==> config.mk <==
export PLATFORM = sky130hd
export DESIGN_NAME = pwm_peripheral_flat
export DESIGN_NICKNAME = d
export VERILOG_FILES = /design/src/rtl/pwm_pkg.sv /design/src/rtl/pwm_peripheral_if.sv /design/src/rtl/pwm_prescaler.sv /design/src/rtl/pwm_peripheral.sv /design/src/flat_wrapper.sv
export SDC_FILE = /design/constraint.sdc
export NUM_CORES = 1
export LEC_CHECK = 0
export ABC_CLOCK_PERIOD_IN_PS = 4900
export BUFFER_PORTS_ARGS = -buffer_cell sky130_fd_sc_hd__clkbuf_2
export CAP_MARGIN = 20
export CORE_UTILIZATION = 50
export DETAILED_ROUTE_END_ITERATION = 7
export MAX_ROUTING_LAYER = met4
export PLACE_DENSITY_LB_ADDON = 0.08
export SLEW_MARGIN = 20
export SYNTH_ARGS = -nofsm -noshare
export SYNTH_HDL_FRONTEND = slang
export SYNTH_SLANG_ARGS = --single-unit
==> constraint.sdc <==
create_clock -name clk -period 4.9 [get_ports clk]
set_clock_uncertainty 0.1 [all_clocks]
set_input_delay 0.49 -clock clk [delete_from_list [all_inputs] [get_ports clk]]
set_output_delay 0.49 -clock clk [all_outputs]
set_load 0.02 [all_outputs]
==> src/rtl/pwm_pkg.sv <==
// Shared definitions for the PWM output peripheral: widths, channel modes
// and the duty-compare helper used by the channel mux.
package pwm_pkg;

    localparam int DUTY_W    = 8;
    localparam int PWM_STEPS = 256;
    localparam int NUM_CH    = 16;

    localparam logic [DUTY_W-1:0] DUTY_FULL = 8'hFF;
    // Last value of the PWM counter before it wraps back to zero.
    localparam logic [DUTY_W-1:0] CNT_LAST  = DUTY_W'(PWM_STEPS - 1);

    typedef enum logic [1:0] {
        CH_OFF = 2'd0,
        CH_ON  = 2'd1,
        CH_PWM = 2'd2
    } ch_mode_e;

    // Decode the two enable bits of one channel into its operating mode.
    function automatic ch_mode_e ch_mode(input logic en_out, input logic en_pwm);
        ch_mode_e mode;
        if (!en_out) begin
            mode = CH_OFF;
        end else if (en_pwm) begin
            mode = CH_PWM;
        end else begin
            mode = CH_ON;
        end
        return mode;
    endfunction

    // Full-scale duty forces a constant high; otherwise high while cnt < duty.
    function automatic logic pwm_compare(input logic [DUTY_W-1:0] cnt,
                                         input logic [DUTY_W-1:0] duty);
        logic level;
        if (duty == DUTY_FULL) begin
            level = 1'b1;
        end else begin
            level = (cnt < duty);
        end
        return level;
    endfunction

endpackage

==> src/rtl/pwm_peripheral_if.sv <==
// Register-side and pin-side signals of the PWM peripheral. The master is
// the register file that owns the enables and duty; the slave is the PWM.
interface pwm_peripheral_if;
    import pwm_pkg::*;

    logic [7:0]        en_reg_out_7_0;
    logic [7:0]        en_reg_out_15_8;
    logic [7:0]        en_reg_pwm_7_0;
    logic [7:0]        en_reg_pwm_15_8;
    logic [DUTY_W-1:0] pwm_duty_cycle;
    logic [NUM_CH-1:0] out;
    logic              period_start;

    modport master (
        output en_reg_out_7_0,
        output en_reg_out_15_8,
        output en_reg_pwm_7_0,
        output en_reg_pwm_15_8,
        output pwm_duty_cycle,
        input  out,
        input  period_start
    );

    modport slave (
        input  en_reg_out_7_0,
        input  en_reg_out_15_8,
        input  en_reg_pwm_7_0,
        input  en_reg_pwm_15_8,
        input  pwm_duty_cycle,
        output out,
        output period_start
    );

endinterface

==> src/rtl/pwm_prescaler.sv <==
// Divides clk down to the PWM counter tick: one tick every PRESCALE cycles,
// the tick being the last count before the prescale counter wraps.
module pwm_prescaler #(
    parameter int PRESCALE = 13
) (
    input  logic clk,
    input  logic rst,
    output logic tick
);

    // A single-state counter still needs one bit to stay a legal vector.
    localparam int CW = (PRESCALE > 1) ? $clog2(PRESCALE) : 1;
    localparam logic [CW-1:0] LAST = CW'(PRESCALE - 1);

    logic [CW-1:0] r_pre_cnt;

    // Count 0..PRESCALE-1 and wrap; restart from zero on reset.
    always_ff @(posedge clk) begin
        if (rst) begin
            r_pre_cnt <= '0;
        end else if (r_pre_cnt == LAST) begin
            r_pre_cnt <= '0;
        end else begin
            r_pre_cnt <= r_pre_cnt + CW'(1);
        end
    end

    assign tick = (r_pre_cnt == LAST);

endmodule

==> src/rtl/pwm_peripheral.sv <==
// PWM output peripheral: maps the enable/mode registers and a shared 8-bit
// duty value onto 16 registered output pins driven by one PWM waveform.
// Optional build macro PWM_DUTY_SHADOW_EN: the duty value is only taken at
// the period boundary (and on reset release) so no period is ever partial.
module pwm_peripheral
    import pwm_pkg::*;
#(
    parameter int PRESCALE = 13
) (
    input  logic           clk,
    input  logic           rst,
    pwm_peripheral_if.slave bus
);

    logic              w_tick;
    logic              w_wrap;
    logic              w_pwm_level;
    logic [NUM_CH-1:0] w_en_out;
    logic [NUM_CH-1:0] w_en_pwm;
    logic [NUM_CH-1:0] w_out_next;

    logic [DUTY_W-1:0] r_pwm_cnt;
    logic [DUTY_W-1:0] r_duty_active;
    logic [NUM_CH-1:0] r_out;
    logic              r_period_start;

    pwm_prescaler #(
        .PRESCALE (PRESCALE)
    ) u_prescaler (
        .clk  (clk),
        .rst  (rst),
        .tick (w_tick)
    );

    assign w_en_out    = {bus.en_reg_out_15_8, bus.en_reg_out_7_0};
    assign w_en_pwm    = {bus.en_reg_pwm_15_8, bus.en_reg_pwm_7_0};
    // The edge that takes the counter from its last value back to zero.
    assign w_wrap      = w_tick && (r_pwm_cnt == CNT_LAST);
    assign w_pwm_level = pwm_compare(r_pwm_cnt, r_duty_active);

    // Shared PWM phase counter, advanced once per prescaler tick.
    always_ff @(posedge clk) begin
        if (rst) begin
            r_pwm_cnt <= '0;
        end else if (w_tick) begin
            r_pwm_cnt <= r_pwm_cnt + DUTY_W'(1);
        end else begin
            r_pwm_cnt <= r_pwm_cnt;
        end
    end

`ifdef PWM_DUTY_SHADOW_EN
    logic r_rst_d;

    // Take a new duty only at the period boundary or on the first cycle out of reset.
    always_ff @(posedge clk) begin
        if (rst) begin
            r_duty_active <= '0;
            r_rst_d       <= 1'b1;
        end else begin
            r_rst_d <= 1'b0;
            if (w_wrap || r_rst_d) begin
                r_duty_active <= bus.pwm_duty_cycle;
            end else begin
                r_duty_active <= r_duty_active;
            end
        end
    end
`else
    // Plain registered copy of the duty value; changes apply mid-period.
    always_ff @(posedge clk) begin
        if (rst) begin
            r_duty_active <= '0;
        end else begin
            r_duty_active <= bus.pwm_duty_cycle;
        end
    end
`endif

    // Per-channel select between low, high and the shared PWM level.
    always_comb begin
        w_out_next = '0;
        for (int i = 0; i < NUM_CH; i++) begin
            case (ch_mode(w_en_out[i], w_en_pwm[i]))
                CH_OFF:  w_out_next[i] = 1'b0;
                CH_ON:   w_out_next[i] = 1'b1;
                CH_PWM:  w_out_next[i] = w_pwm_level;
                default: w_out_next[i] = 1'b0;
            endcase
        end
    end

    // Register the pins and the period-start pulse.
    always_ff @(posedge clk) begin
        if (rst) begin
            r_out          <= '0;
            r_period_start <= 1'b0;
        end else begin
            r_out          <= w_out_next;
            r_period_start <= w_wrap;
        end
    end

    assign bus.out          = r_out;
    assign bus.period_start = r_period_start;

endmodule

==> src/flat_wrapper.sv <==
// flat-port wrapper written by rule: the top's interface ports become plain ports
module pwm_peripheral_flat import pwm_pkg::*;
#(
    parameter int PRESCALE = 13
)
  (clk, rst, bus_en_reg_out_7_0, bus_en_reg_out_15_8, bus_en_reg_pwm_7_0, bus_en_reg_pwm_15_8, bus_pwm_duty_cycle, bus_out, bus_period_start);
  pwm_peripheral_if bus_i ();
  input  logic clk;
  input  logic rst;
  input wire logic [$bits(bus_i.en_reg_out_7_0)-1:0] bus_en_reg_out_7_0;
  input wire logic [$bits(bus_i.en_reg_out_15_8)-1:0] bus_en_reg_out_15_8;
  input wire logic [$bits(bus_i.en_reg_pwm_7_0)-1:0] bus_en_reg_pwm_7_0;
  input wire logic [$bits(bus_i.en_reg_pwm_15_8)-1:0] bus_en_reg_pwm_15_8;
  input wire logic [$bits(bus_i.pwm_duty_cycle)-1:0] bus_pwm_duty_cycle;
  output wire logic [$bits(bus_i.out)-1:0] bus_out;
  output wire logic [$bits(bus_i.period_start)-1:0] bus_period_start;
  assign bus_i.en_reg_out_7_0 = bus_en_reg_out_7_0;
  assign bus_i.en_reg_out_15_8 = bus_en_reg_out_15_8;
  assign bus_i.en_reg_pwm_7_0 = bus_en_reg_pwm_7_0;
  assign bus_i.en_reg_pwm_15_8 = bus_en_reg_pwm_15_8;
  assign bus_i.pwm_duty_cycle = bus_pwm_duty_cycle;
  assign bus_out = bus_i.out;
  assign bus_period_start = bus_i.period_start;
  pwm_peripheral #(.PRESCALE(PRESCALE)) u_core (.clk(clk), .rst(rst), .bus(bus_i));
endmodule
# [Word level (Yosys, flattened, before mapping)]
# Index checks and enable logic that the tools add are counted.
[totals] ram_bits=0 wordCells=94 inputBits=42 latchBits=0 mem_bits_ro=0 output_inout_bits=17 n_memories=0 register_bits=37
[op_classes] n_addsub=2 n_eq_ne=35 div=0 n_mul=0 n_reduce_logical=2 muxes=49 order_cmp=1 n_shift=0 n_bitwise=0
[ops] op="2-to-1 mux 2 bit" count=32
[ops] op="equality test 2 x 1 -> 1 bit, second input constant" count=16
[ops] op="equality test 2 bit, second input constant" count=16
[ops] op="one-hot mux 1 bit (2 select lines)" count=16
[ops] op="equality test 8 bit, second input constant" count=2
[ops] op="adder 8 x 1 -> 8 bit, second input constant" count=1
[ops] op="< comparator 8 bit" count=1
[ops] op="adder 4 x 1 -> 4 bit, second input constant" count=1
[ops] op="equality test 4 bit, second input constant" count=1
[ops] op="OR reduction 2 bit" count=1
[ops] op="logical AND 1 bit" count=1
[ops] op="2-to-1 mux 1 bit" count=1

# [Longest topological paths before layout]
# Gate-level depths: netlist of run 1.
[depth] ltp_word=4 depth_mapped=7

# [Hierarchy]
# From an unflattened synthesis of run 1, not the netlist that was laid out.
[hier_totals] hier_cells=152 area_unflattened_um2=1495.2
[modules_own_cells] module="pwm_peripheral" area_per_inst_um2=1317.5 cells_each=133 n_inst=1
[modules_own_cells] module="pwm_prescaler" area_per_inst_um2=177.7 cells_each=19 n_inst=1

# [Worst setup path before layout of run 1]
# Ideal clock, no wire load.
[synth_path] path_type="register to register" from="register u_core.r_pwm_cnt[2]" to="register u_core.r_out[10] (netlist: u_core.bus.out[10])" required_time_ns=4.684 path_buffers=1 setup_time_ns=0.116 setup_slack_ns=3.210 t_arrival_ns=1.474 path_stages_with_launch=7 synth_period_minus_slack_ns=1.690 cell_sequence="dfxtp_1 ha_1 o21a_1 o22ai_1 o32ai_2 buf_6 a21oi_1"
[synth_between] elab_chain_cells=3
[synth_rtl] item="start, declared" line_no="pwm_peripheral.sv:22" text="logic [DUTY_W-1:0] r_pwm_cnt;"
[synth_rtl] item="start signal, assigned" line_no="pwm_peripheral.sv:46" text="r_pwm_cnt <= r_pwm_cnt + DUTY_W'(1);"
[synth_rtl] item="start signal, assigned" line_no="pwm_peripheral.sv:48" text="r_pwm_cnt <= r_pwm_cnt;"
[synth_rtl] item="< comparator 8 bit" line_no="pwm_pkg.sv:39" text="level = (cnt < duty);"
[synth_rtl] item="2-to-1 mux 1 bit" line_no="pwm_pkg.sv:36" text="if (duty == DUTY_FULL) begin"
[synth_rtl] item="one-hot mux 1 bit (2 select lines)" line_no="pwm_peripheral.sv:84" text="case (ch_mode(w_en_out[i], w_en_pwm[i]))"
[synth_rtl] item="end signal, assigned" line_no="pwm_peripheral.sv:99" text="r_out <= w_out_next;"
[synth_rtl] item="end, declared" line_no="pwm_peripheral.sv:24" text="logic [NUM_CH-1:0] r_out;"
# No other way between the ends.
# A chain may end at the register's enable or synchronous reset.

# [Worst setup path in the final report of run 1]
# Same ends and word-level chain as after synthesis.

==> results of run 1 <==
==> synthesized netlist by cell type (all sizes together) <==
cell,n
ha,10
mux2i,1
nor4bb,1
nor2b,8
nor3b,1
xor2,6
o21a,2
nor3,2
inv,10
or4,1
dfxtp,37
buf,2
nand4,7
xnor2,2
o22ai,1
a21oi,20
nor2,9
nand2,3
o21ai,1
o32ai,1
clkbuf,4
and3,3
nand2b,17
a2111oi,1
==> flip-flops by register name (all words and copies together) (netlist names) <==
signal	flops
u_core.u_prescaler.r_pre_cnt	4
u_core.r_pwm_cnt	8
u_core.r_duty_active	8
u_core.bus.period_start	1
u_core.bus.out	16
==> path summary, 6_finish.rpt <==
check	slack, ps	endpoint	depth (start not counted)
worst max-delay path	2640	u_core.bus.out[10]$_SDFF_PP0_	5
worst min-delay path	200	u_core.bus.out[4]$_SDFF_PP0_	2
worst min register to register	390	u_core.u_prescaler.r_pre_cnt[3]$_SDFF_PP0_	2
worst max register to register	2640	u_core.bus.out[10]$_SDFF_PP0_	5
==> per-stage QoR <==
step | util, % | hold WS (ps)
2_1_floorplan | - | 353
3_3_place_gp | 64.4 | 365
3_5_place_dp | 64.4 | 377
4_1_cts | 66.7 | 191
5_1_grt | 66.7 | 177
6_report | 66.7 | 202
==> cell type report <==
cell class,instances,area (um2)
Fill cell,238,926
Sequential cell,37,741
Multi-Input combinational cell,97,683
Timing Repair Buffer,58,290
Clock buffer,6,51.3
Tap cell,31,38.8
Inverter,10,37.5
Clock inverter,2,13.8
==> report_power, final <==
group	internal, mW	total [mW]	switching, mW
sequential	0.314	0.321	0.00640
clock	0.0700	0.169	0.0986
combinational	0.0313	0.0644	0.0331
==> routing by layer <==
| metal | part of all wire (%) | global-route usage, % | wire length [um] | up-vias |
|---|---|---|---|---|
| met3 | 6.8 | 8.29 | 191 | 4 |
| li1 | - | - | - | 622 |
| met2 | 52 | 36.5 | 1470 | 43 |
| met1 | 41 | 19.5 | 1150 | 546 |
| met5 | 0 | - | 0 | - |
| met4 | 0.35 | 4.18 | 10 | 0 |
==> cells by family (layout without fill, tap and decap cells) <==
logic type / Yosys count / count (layout) / share of synthesized area [%]
AO/OA/AOI/OAI: 26 / 26 / 11.4
XOR/XNOR: 8 / 8 / 4.69
adder cells (fa/ha/maj): 10 / 10 / 8.38
buffers and inverters: 16 / 76 / 4.61
flip-flops: 37 / 37 / 49.6
multiplexers: 1 / 1 / 0.671
AND/OR/NAND/NOR: 52 / 52 / 20.6
==> impl_summary.md, run 1 <==
Run status
The flow ran to the end, and the final reports show no timing, DRC or antenna violations.

Worst setup path
The family with the most delay on the worst path is compound AO/OA/AOI/OAI gates. The delay of the slowest critical-path stage is 890 ps. The worst path required time is 4980 ps. The origin of the worst setup path is u_core.r_pwm_cnt[2]$_SDFFE_PP0P_. The largest driver fanout on the critical path is 16. Walking the worst path, the cells encountered are ha_1, o21a_1, o22ai_1, o32ai_2, a21oi_1. The endpoint type of the worst setup path is a flip-flop. The start-to-end type of the worst setup path is flip-flop to flip-flop. In this run the critical register-to-register path is launched from u_core.r_pwm_cnt[2]$_SDFFE_PP0P_. Among all stages on the critical path, the largest delay is contributed by sky130_fd_sc_hd__o32ai_2. Data on the critical path arrives at its endpoint at 2330 ps.

The worst setup path is launched from a flip-flop. The sum of buffers and inverters on the critical path is 0.

Clocking
TritonCTS built the clock tree. The maximum root-to-sink buffer count is 2. The count of H-tree levels built during CTS is 2. The number of instances resized during post-cts repair is 0. The clock drives 37 sinks. The total of hold buffers inserted after clock tree synthesis is 0. The buffer count from post-CTS setup fixing is 0. The TritonCTS buffer count is 5. The root buffer selected by CTS is sky130_fd_sc_hd__clkbuf_4. For the worst-skew pair, the clock arrives at the later sink with an insertion delay of 340 ps. The register clock-pin slew on the reported worst setup and hold paths is 110 ps.

Power and ir drop
Summed over all cells, the static leakage comes to 0.878 nW. In this run the power density over the cells is 298 nW/um2. VDD sags by at most 280 uV. The overall power consumption is 554 uW.

GRT
The global-route wire length before repair is 4710 um. The global router's overall resource usage is 19.9%. The number of antenna violations at the first check in global routing is 0. The maximum number of pins on one net before global-route repair is 38. The via count of the first global-routing pass is 1,178. The final global-route overflow total is 0.

Placed design
The HPWL after detailed placement is 2120 um. The number of buffer cells added on primary ports is 58. Before CTS, the worst setup slack after placement is 2620 ps. The placer congestion estimate is 0.773.

The post-placement cell area is 1790 um2. The cell total after placement is 233.

STA
The final critical-path setup slack is 2640 ps. The worst-margin pin slew is 1030 ps. The total negative setup slack is 0 ps.

The time the final worst path needs with I/O delays and setup is 2260 ps. The number of failing hold endpoints at the final stage is 0. The normalized max-slew margin is 31.4%.

In the finished design, the share of the clock period the worst path needs comes to 46.1%. Setup repair after global routing left no endpoint under its margin. The final number of setup-violating endpoints is 0. The maximum clock rate is 443 MHz.

The final max-slew violation count is 0.

Floorplanning
The initial utilization of the core area, before any placement, comes to 53.7%. The core region is 2780 um2. The floorplan die area is 3210 um2.

From bottom edge to top edge, the die measures 56.6 um. In this run the core area contains 19 standard-cell rows. In this run the count of I/O pins placed on the die edge is 59.

The floorplan step set the die width to 56.6 um.

Logic synthesis
Ranked by total cell area, the synthesized netlist is headed by sky130_fd_sc_hd__dfxtp_1 (50%), sky130_fd_sc_hd__ha_1 (8.4%), sky130_fd_sc_hd__a21oi_1 (6.7%), sky130_fd_sc_hd__nand2b_1 (6.7%), sky130_fd_sc_hd__xor2_1 (3.5%). The synthesized net count is 202. For this run, the number of Yosys warnings is 0. For this run, the register share of the synthesized area comes to 49.6%. The number of unique standard cell types used by synthesis is 27. The most area-hungry cell type in the Yosys netlist is sky130_fd_sc_hd__dfxtp_1. The per-instance average area after synthesis is 9.95 um2.

The synthesis-stage register bit count is 37. The mapped netlist covers 1490 um2. Synthesis handed over a netlist of 150 instances. The synthesized design devotes to its leading area cell type 49.6% of total area.

Routing
The detailed router finished its first iteration with 16 violations. The residual DRC count is 0. The final layout contains routed wiring with a total length of 2820 um.

The average vias per placed instance is 5.04. In the final routed layout, each cell accounts on average for 11.7 um. For this run, the detailed router's first-pass iteration total came to 4. The detail route stage leaves a number of antenna-violating nets equal to 0.

The total vias in the final route is 1,215.

Finish
The area growth from synthesis to final layout is 24.3%. The number of antenna diodes in the final layout is 0. The proportion of layout cells with a drive suffix above 1 is 33.3%.

The number of standard cells in the final layout excluding fillers is 241. The net count reported at finish is 261. The final cell area excluding filler cells is 1860 um2. In the layout the commonest cells are sky130_fd_sc_hd__clkbuf_2 (58), sky130_fd_sc_hd__dfxtp_1 (37), sky130_fd_sc_hd__a21oi_1 (20). Leaving out fill and tap cells, the most frequent cell in the layout is sky130_fd_sc_hd__clkbuf_2.

Worst hold path
The start point of the worst min-delay path is bus_en_reg_pwm_7_0[4]. The class of the worst hold path is primary input to flip-flop.

Flow run
The total of max-cap violations is 0.
Power figures use the tool's default switching activity.
==> inputs of run 2 (changes only) <==
Settings changed: ABC_CLOCK_PERIOD_IN_PS 4900 to 1900, CORE_UTILIZATION 50 to 43.
Clock period 4.9 ns to 1.9 ns, I/O delays scaled along.
==> impl_summary.md, run 2 (same netlist as run 1, synthesis figures left out) <==
Worst hold path
The number of stages on the worst hold path is 2 (unchanged). The class of the worst hold path is primary input to flip-flop. The start point of the worst min-delay path is rst. The path with the worst hold slack has its endpoint at u_core.r_pwm_cnt[7]$_SDFFE_PP0P_.

Worst setup path
The start-to-end type of the worst setup path is flip-flop to flip-flop. The worst reg-to-reg path cell count was 6 (+1). The worst setup path is launched from a flip-flop. The startpoint of the most critical register-to-register path is u_core.r_pwm_cnt[2]$_SDFFE_PP0P_. The worst path required time is 2030 ps (-2950 ps). The data arrival at the endpoint of the critical path is 1910 ps (-420 ps). In this run the critical register-to-register path is captured at u_core.bus.out[11]$_SDFF_PP0_. The setup slack of the most critical reg-to-reg path is 120 ps (-2520 ps). The largest driver fanout on the critical path is 16 (unchanged). The worst setup path is captured at a flip-flop.

GRT
The final global-route overflow total was 0 (unchanged). The maximum number of pins on one net before global-route repair is 38 (unchanged). The global-route wire length before repair came to 5180 um (+10%). The global router's overall resource usage was 20.2% (+0.32 points). The number of antenna violations at the first check in global routing was 0 (unchanged). The via count of the first global-routing pass was 1,272 (+8.0%).

Finish
The area occupied by registers is 741 um2 (unchanged). The net count reported at finish is 302 (+16%). The library cell used most frequently in the layout, excluding fill and tap cells, is sky130_fd_sc_hd__clkbuf_2.

The combined area of the multi-input logic cells came to 683 um2 (unchanged). The proportion of layout cells with a drive suffix above 1 is 28.3% (-5.0 points). The number of standard cells in the final layout excluding fillers was 297 (+23%). The number of inserted filler cells in the final layout is 270 (+13%). The area growth from synthesis to final layout is 53.2%. The final core area utilization is 68.5% (+1.8 points).

The final cell area excluding filler cells is 2290 um2 (+23%). The number of antenna diodes was 0 (unchanged). The flip-flop count of the largest register after layout is 16 (unchanged). In the layout the commonest cells are sky130_fd_sc_hd__clkbuf_2 (58), sky130_fd_sc_hd__dlygate4sd3_1 (40), sky130_fd_sc_hd__dfxtp_1 (37).

STA
The time the final worst path needs with I/O delays and setup was 1780 ps (-481 ps). The post-route worst hold slack is 349 ps (+147 ps). The worst-margin pin slew is 631 ps (-397 ps). The total negative setup slack is 0 ps (unchanged). The final number of setup-violating endpoints is 0 (unchanged).

The normalized max-slew margin is 57.9% (+26 points). The maximum clock rate is 563 MHz (+27%). The number of failing hold endpoints at the final stage is 0 (unchanged). The final critical-path setup slack is 124 ps (-2520 ps). Setup repair after global routing left no endpoint under its margin. The final max-slew violation count is 0 (unchanged). The part of the cycle the worst path needs is 93.5% (+47 points).

Routing
The routed wire length per instance is 11.3 um (-3.2%). The number of DRC markers after the initial detailed-route iteration came to 24 (+8). The total vias in the final route is 1,370 (+13%). The total wirelength of the detailed-routed design was 3360 um (+19%).

The remaining number of nets flagged by the antenna check after routing came to 0 (unchanged). The residual DRC count was 0 (unchanged). The length of the first detailed-routing pass in iterations is 6 (+2). The average vias per placed instance is 4.61 (-8.5%).

Clocking
The total clock sinks was 37 (unchanged). The register clock-pin slew on the reported worst setup and hold paths is 100 ps (about the same). The root buffer selected by CTS is sky130_fd_sc_hd__clkbuf_4. The TritonCTS clock tree is done.

The TritonCTS buffer count is 5 (unchanged). The buffer count from post-CTS setup fixing is 0 (unchanged). The worst-skew pair later-pin latency is 330 ps (about the same). The count of H-tree levels built during CTS is 2 (unchanged). The maximum root-to-sink buffer count is 2 (unchanged).

Floorplanning
The die width is 60.9 um (+7.6%). The starting density of the core is 44.7% (-8.9 points). The core box area came to 3340 um2 (+20%). The floorplan die area is 3710 um2 (+16%). The row count came to 21 (+2). The y dimension of the die is 60.9 um (+7.6%). The count of boundary I/O pins is 59 (unchanged).

Run status
The flow ran to the end, and the final reports show no timing, DRC or antenna violations.

Placed design
The placer congestion estimate came to 0.727 (-5.9%). The setup slack after placement came to 120 ps (-2500 ps). The post-placement cell area came to 1820 um2 (+1.5%). The placed wire-length estimate after detailed placement came to 2110 um (-0.53%). The cell total after placement came to 249 (+6.9%). The number of buffer cells added on primary ports is 58 (unchanged).

Power and ir drop
The worst supply voltage drop on vdd is 476 uV (+70%). The power density over the cells is 663 nW/um2 (+120%). The overall power consumption came to 1.52 mW (+170%). The leakage power figure came to 1.05 nW (+20%).

Flow run
The total of max-cap violations was 0 (unchanged).
[run 2: changes by cell type in the layout (fill, tap and decap cells not counted)]
cell	change
sky130_fd_sc_hd__dlygate4sd3_1	+40
sky130_fd_sc_hd__clkbuf_8	+1
sky130_fd_sc_hd__buf_4	+1
sky130_fd_sc_hd__clkinv_4	-1
[run 2: layer usage]
layer | vias up | wire (um) | track usage, %
li1 | 705 | - | -
met1 | 626 | 1310 | 20.0
met2 | 35 | 1890 | 36.6
met3 | 4 | 133 | 7.25
met4 | 0 | 38 | 6.82
met5 | - | 0 | -
[run 2: layout make-up]
type | instances | area share (%)
multi-input cells | 97 | 29.9
clock buffers | 7 | 2.84
repair buffers | 99 | 30.5
well taps | 46 | 2.52
clock inverters | 1 | 0.219
flip-flops and latches | 37 | 32.4
inverters | 10 | 1.64
[run 2: how the worst max path moves through the flow]
stage | from | to | slack [ps] | depth (start not counted)
2_1_floorplan | u_core.r_pwm_cnt[2]$_SDFFE_PP0P_ | u_core.bus.out[10]$_SDFF_PP0_ | 210 | 6
3_3_place_gp | u_core.r_pwm_cnt[2]$_SDFFE_PP0P_ | u_core.bus.out[7]$_SDFF_PP0_ | 190 | 6
3_5_place_dp | u_core.r_pwm_cnt[2]$_SDFFE_PP0P_ | u_core.bus.out[14]$_SDFF_PP0_ | 120 | 6
4_1_cts | u_core.r_pwm_cnt[2]$_SDFFE_PP0P_ | u_core.bus.out[1]$_SDFF_PP0_ | 100 | 6
5_1_grt | u_core.r_pwm_cnt[2]$_SDFFE_PP0P_ | u_core.bus.out[11]$_SDFF_PP0_ | 20 | 6
6_report | u_core.r_pwm_cnt[2]$_SDFFE_PP0P_ | u_core.bus.out[11]$_SDFF_PP0_ | 120 | 6
[run 2: timing repair]
item	CTS	global route
hold buffers	40	0
resized for setup	0	0
hold endpoints to repair	24	0
[run 2: report_power, final]
part	internal (mW)	switching [mW]
registers	0.810	0.0156
logic	0.135	0.0998
clock network	0.214	0.242
[run 2: worst max-delay path, stage by stage (launching register included)]
cell,delay [ps]
sky130_fd_sc_hd__dfxtp_1,440
sky130_fd_sc_hd__ha_1,260
sky130_fd_sc_hd__o21a_1,150
sky130_fd_sc_hd__o22ai_1,80
sky130_fd_sc_hd__o32ai_2,280
sky130_fd_sc_hd__buf_4,250
sky130_fd_sc_hd__a21oi_1,100
